==> src/rtl/gray_pkg.sv <==
// Shared Gray-code definitions for the Gray counter and the gray_to_binary benches.
// The default counter width, the widest supported width and the binary-to-Gray
// mapping are defined here once.
package gray_pkg;

    localparam int DEFAULT_WIDTH  = 4;
    localparam int GRAY_MAX_WIDTH = 16;

    // Count direction as sampled from the up_dn pin.
    typedef enum logic {
        DIR_DOWN = 1'b0,
        DIR_UP   = 1'b1
    } dir_e;

    // Binary to reflected Gray code at the widest supported width. Narrower
    // callers zero-extend their operand and keep the low bits of the result.
    // Zero upper bits cannot disturb the low bits.
    function automatic logic [GRAY_MAX_WIDTH-1:0] bin2gray(input logic [GRAY_MAX_WIDTH-1:0] b);
        return b ^ (b >> 1);
    endfunction

endpackage

==> src/rtl/gray_enc.sv <==
// Combinational binary-to-Gray encoder of parameterised width.
// The mapping comes from gray_pkg::bin2gray.
module gray_enc
    import gray_pkg::*;
#(
    parameter int WIDTH = DEFAULT_WIDTH
) (
    input  logic [WIDTH-1:0] bin,
    output logic [WIDTH-1:0] gray
);

    // Widen to the package function width, encode, then keep the low WIDTH bits.
    assign gray = WIDTH'(bin2gray(GRAY_MAX_WIDTH'(bin)));

endmodule

==> src/rtl/gray_counter.sv <==
// Up/down Gray-code counter with registered binary count, Gray count and wrap pulse.
// WIDTH must be in the range 2..16.
// Optional feature macro: GRAY_LOAD_EN adds a synchronous load (load/load_bin).
// The load has priority over counting and never produces a tc pulse.
module gray_counter
    import gray_pkg::*;
#(
    parameter int WIDTH = DEFAULT_WIDTH
) (
    input  logic             clk,
    input  logic             rst,
    input  logic             en,
    input  logic             up_dn,
`ifdef GRAY_LOAD_EN
    input  logic             load,
    input  logic [WIDTH-1:0] load_bin,
`endif
    output logic [WIDTH-1:0] gray_out,
    output logic [WIDTH-1:0] bin_out,
    output logic             tc
);

    localparam logic [WIDTH-1:0] ALL_ONES = '1;
    localparam logic [WIDTH-1:0] ONE      = WIDTH'(1);

    logic [WIDTH-1:0] bin_q;
    logic [WIDTH-1:0] gray_q;
    logic             tc_q;

    logic [WIDTH-1:0] bin_next;
    logic [WIDTH-1:0] gray_next;
    logic             wrap_next;
    dir_e             dir;

    assign dir = dir_e'(up_dn);

    // Compute the next binary count and whether this step wraps.
    // A load, when built in, overrides the step and suppresses the wrap flag.
    always_comb begin
        bin_next  = bin_q;
        wrap_next = 1'b0;
        if (en) begin
            if (dir == DIR_UP) begin
                bin_next  = bin_q + ONE;
                wrap_next = (bin_q == ALL_ONES);
            end else begin
                bin_next  = bin_q - ONE;
                wrap_next = (bin_q == '0);
            end
        end
`ifdef GRAY_LOAD_EN
        if (load) begin
            bin_next  = load_bin;
            wrap_next = 1'b0;
        end
`endif
    end

    // The Gray form of the next count is registered alongside the binary count.
    // gray_out and bin_out therefore always describe the same count.
    gray_enc #(
        .WIDTH(WIDTH)
    ) u_gray_enc (
        .bin  (bin_next),
        .gray (gray_next)
    );

    // State register. A synchronous reset wins over load and count.
    always_ff @(posedge clk) begin
        if (rst) begin
            bin_q  <= '0;
            gray_q <= '0;
            tc_q   <= 1'b0;
        end else begin
            bin_q  <= bin_next;
            gray_q <= gray_next;
            tc_q   <= wrap_next;
        end
    end

    assign bin_out  = bin_q;
    assign gray_out = gray_q;
    assign tc       = tc_q;

endmodule
==> config.mk <==
export PLATFORM = sky130hd
export DESIGN_NAME = gray_counter
export DESIGN_NICKNAME = d
export VERILOG_FILES = /design/src/rtl/gray_pkg.sv /design/src/rtl/gray_enc.sv /design/src/rtl/gray_counter.sv
export SDC_FILE = /design/constraint.sdc
export NUM_CORES = 1
export LEC_CHECK = 0
export ABC_CLOCK_PERIOD_IN_PS = 2100
export BUFFER_PORTS_ARGS = -buffer_cell sky130_fd_sc_hd__buf_4
export CAP_MARGIN = 30
export CORE_AREA = 3 3 40 42
export DETAILED_ROUTE_END_ITERATION = 8
export DIE_AREA = 0 0 43 45
export PLACE_DENSITY_LB_ADDON = 0.15
export SYNTH_ARGS = -nofsm -noshare
export SYNTH_HDL_FRONTEND = slang
export SYNTH_SLANG_ARGS = --single-unit
==> constraint.sdc <==
create_clock -name clk -period 2.1 [get_ports clk]
set_clock_uncertainty 0.05 [all_clocks]
set_input_delay 0.21 -clock clk [delete_from_list [all_inputs] [get_ports clk]]
set_output_delay 0.21 -clock clk [all_outputs]
set_load 0.1 [all_outputs]
[Word-level counts from Yosys, hierarchy flattened]
Cells that the tools add are included.
Storage, ports and cells
  output and inout bits: 9
  flip-flop bits (word level): 9
Operators by class
  eq/ne operators: 1
  reductions and logical operators: 2
  multiplexer cells: 3
  $add $sub $neg: 2
  bitwise gates (word level): 2
Operators with widths (count)
  2-to-1 mux 4 bit: 2
  adder 4 x 1 -> 4 bit, second input constant: 1
  equality test 4 bit, second input constant: 1
  zero test 4 bit: 1
  subtractor 4 x 1 -> 4 bit, second input constant: 1
  XOR 4 x 3 -> 4 bit: 1
  OR reduction 2 bit: 1
  2-to-1 mux 1 bit: 1
  NOT 1 bit: 1

[Longest topological paths before layout]
  depth in word-level cells: 4
  mapped depth: 6
  mapped depth without buffers: 6

[Cells and area by module]
A second synthesis with hierarchy kept.
Second synthesis, totals
  cells, all modules: 44
  area, all modules: 447.9 µm²
By module, submodules not included
  gray_counter: cells an instance 40, times used 1, seq. area each 180.2 µm², area an instance 414.1 µm²
  gray_enc: cells an instance 4, times used 1, seq. area each 0.0 µm², area an instance 33.8 µm²

[Worst setup path after synthesis]
OpenSTA, ideal clock, no wires.
  path kind: reg-to-reg
  from: reg bin_q[0], in the netlist bin_out[0]
  to: reg gray_q[2], in the netlist gray_out[2]
  path buffers: 0
  arrival time: 2.391 ns
  library setup time: 0.121 ns
  data required time: 1.929 ns
  stages on the path, launching flop included: 7
  path slack: -0.462 ns
  clock period less this slack: 2.562 ns
  cell sequence: dfxtp_1 > inv_1 > fa_1 > xnor2_1 > mux2i_1 > nor2b_1 > mux2_4
Between the ends
  cells in the longest elaborated chain, start to end: 4
Ends and longest elaborated chain
  start: declaration: line gray_counter.sv:26  | logic [WIDTH-1:0] bin_q;
  start signal: assignment: line gray_counter.sv:75  | bin_q <= bin_next;
  subtractor 4 x 1 -> 4 bit or adder 4 x 1 -> 4 bit (tied branches): line gray_counter.sv:47, gray_counter.sv:44
  2-to-1 mux 4 bit *: line gray_counter.sv:43  | if (dir == DIR_UP) begin
  2-to-1 mux 4 bit *: line gray_counter.sv:42  | if (en) begin
  XOR 4 x 3 -> 4 bit *: line gray_pkg.sv:19  | return b ^ (b >> 1);
  end signal: assignment: line gray_counter.sv:76  | gray_q <= gray_next;
  end: declaration: line gray_counter.sv:27  | logic [WIDTH-1:0] gray_q;
Mark *: on every way between the ends. The rest lies on a longest branch, timed or not.
A chain may end at the register's enable or synchronous reset.

[Worst setup path after layout]
Same ends and word-level chain as after synthesis.

==> flow_summary.json <==
{
  "vias": 378,
  "synth_area_leaders": "dfxtp_1 (35%), xnor2_1 (7.6%), a21oi_1 (5.4%)",
  "reg2reg_from": "bin_out[0]",
  "netlist_instances": 51,
  "crit_buf_inv": 1,
  "avgRoutedWirePerCell_um": 10.7,
  "power_density_nw_per_um2": 1120,
  "arrival_ns": 1.87,
  "nets": 73,
  "worstMarginPinSlew_ns": 0.280,
  "floorplan.initialDensity_pct": 36.0,
  "core_um2": 1280,
  "path_cells": "inv_1 -> fa_1 -> xnor2_1 -> mux2i_1 -> nor2_1 -> mux2_4",
  "netlist_area_um2": 463,
  "finalMaxSlewViolations": 0,
  "crit_path_max_fanout": 7,
  "cts_tree": "done",
  "wirelength_um": 852,
  "hold_viol": 0,
  "portBuffers": 12,
  "holdPathEnd": "bin_out[0]",
  "grt_max_degree": 12,
  "track_usage_pct": 9.78,
  "finalWeightedCongestion": 0.727,
  "ys_types": 22,
  "max_cap_viol_count": 0,
  "crit_path_start_kind": "register",
  "gr-total-overflow": 0,
  "cts_setup_buffers": 0,
  "min_path_type": "input port to register",
  "reg2regPathDepth": 6,
  "htree_levels": 1,
  "syn2layout_area_growth_pct": 27.3,
  "synth_fp_nets": 58,
  "worstSetupEndpointType": "register",
  "peakVddDrop_uv": 524,
  "setup.reg_to_reg.worst_slack_ns": 0.32,
  "status": "completed",
  "dieArea_um2": 1940,
  "hold_path_depth": 2,
  "power_leakage_nw": 0.255,
  "diodes": 0,
  "drcViolationCount": 0,
  "crit_type": "register to register",
  "final.setup.tns_ns": 0,
  "ys_ff_latch": 8,
  "ys_seq_area_share_pct": 34.6,
  "clock_path_buffers": 2,
  "finalWorstSetupSlack_ns": 0.323,
  "floorplan.io_pins": 13,
  "fmax_ghz": 0.563,
  "fp.dieH_um": 45,
  "layout_commonest_cell": "buf_4",
  "ant_nets": 0,
  "drt_iter0_markers": 2,
  "yosys.area.top_type": "dfxtp_1",
  "cts-buffers-inserted": 3,
  "grt_pass1_vias": 353,
  "crit_family": "multiplexers",
  "reg2reg_to": "gray_out[2]",
  "clk_latency_ns": 0.25,
  "rsz0062_at_grt": "no",
  "critical_path.max_stage_delay_ns": 0.40,
  "layout_common_cells": "buf_4 (12), nor2_1 (6), a21oi_1 (5), dfxtp_1 (5)",
  "hold_start": "rst",
  "required_ns": 2.19,
  "dpl_worst_slack_ns": 0.276,
  "dr.pass1.iters": 2,
  "viasPerCell": 4.73,
  "core.rowCount": 13,
  "grt_first_pass_wirelength_mm": 1.42,
  "die_width_um": 43,
  "avgSynthCellArea_um2": 9.08,
  "fin_crit_sh_pct": 84.6,
  "yosysTopAreaCellShare_pct": 34.6,
  "drive_gt1_share_pct": 29.2,
  "slew-limit-headroom_pct": 80.8,
  "yosys_warnings": 0,
  "cts.clk_slew.worst_paths_ns": 0.06,
  "finalCriticalPeriod_ns": 1.78,
  "root_buffer": "clkbuf_4",
  "cts.sinks": 8,
  "cts.repair.resized": 0,
  "holdBufCountCts": 0,
  "antenna_found_initial": 0,
  "slowest_stage": "fa_1",
  "setup_viol": 0
}
-- routing by layer --
metal	GRT usage [%]	up-vias	share of wire [%]
li1	-	204	-
met1	11.7	163	50
met2	15.3	11	43
met3	5.98	0	7.5
met4	1.81	0	0
met5	0	-	0
-- sequential cells by signal, indices dropped and copies added (netlist names) --
name      cells
bin_out       4
gray_out      3
tc            1
-- cells by family after synthesis --
logic type / Yosys count / synth area share (%)
compound gates: 8 / 10.8
xor+xnor: 4 / 7.57
fa+ha+maj: 3 / 9.73
buf+inv: 6 / 6.48
flops: 8 / 34.6
mux: 3 / 7.57
simple gates: 19 / 23.2
-- synth_stat cells, drive strengths merged --
cell type	count
dfxtp	8
a21oi	5
nand2	1
buf	2
nand4	1
fa	1
inv	4
nand3	3
nand4bb	1
nor2b	3
o211ai	1
or3b	1
nor4	1
or2b	1
ha	2
mux2i	2
nor3b	1
nor2	6
a211o	1
o311ai	1
mux2	1
xnor2	4
-- metrics by stage --
stage	power (mW)	hold WS, ns	std cells	cell area [µm²]	utilization [%]
final	0.660	0.128	80	589	45.9
after CTS	0.668	0.118	80	589	45.9
after global routing	0.693	0.132	80	589	45.9
after detailed placement	0.541	0.385	76	563	43.8
after global placement	0.542	0.382	76	563	43.8
after floorplan	0.480	0.223	51	469	-
-- worst max-delay path by stage --
stage,start,endpoint,slack (ns),cells past startpoint
after floorplan,bin_out[1],gray_out[2],0.05,6
after global placement,up_dn,gray_out[2],0.27,7
after detailed placement,up_dn,gray_out[2],0.28,7
after CTS,bin_out[0],gray_out[2],0.31,6
after global routing,bin_out[0],gray_out[2],0.24,6
final,bin_out[0],gray_out[2],0.32,6
-- power breakdown --
group	internal [mW]	switching, mW
Clock	0.0726	0.0505
Combinational	0.0910	0.251
Sequential	0.177	0.0177
Total	0.341	0.319
-- layout make-up --
type                            count  area (µm²)
Clock buffer                        4        26.3
Fill cell                         135         696
Inverter                            4        15.0
Multi-Input combinational cell     37         273
Sequential cell                     8         166
Tap cell                           15        18.8
Timing Repair Buffer               12        90.1
(Power assumes the default switching activity.)
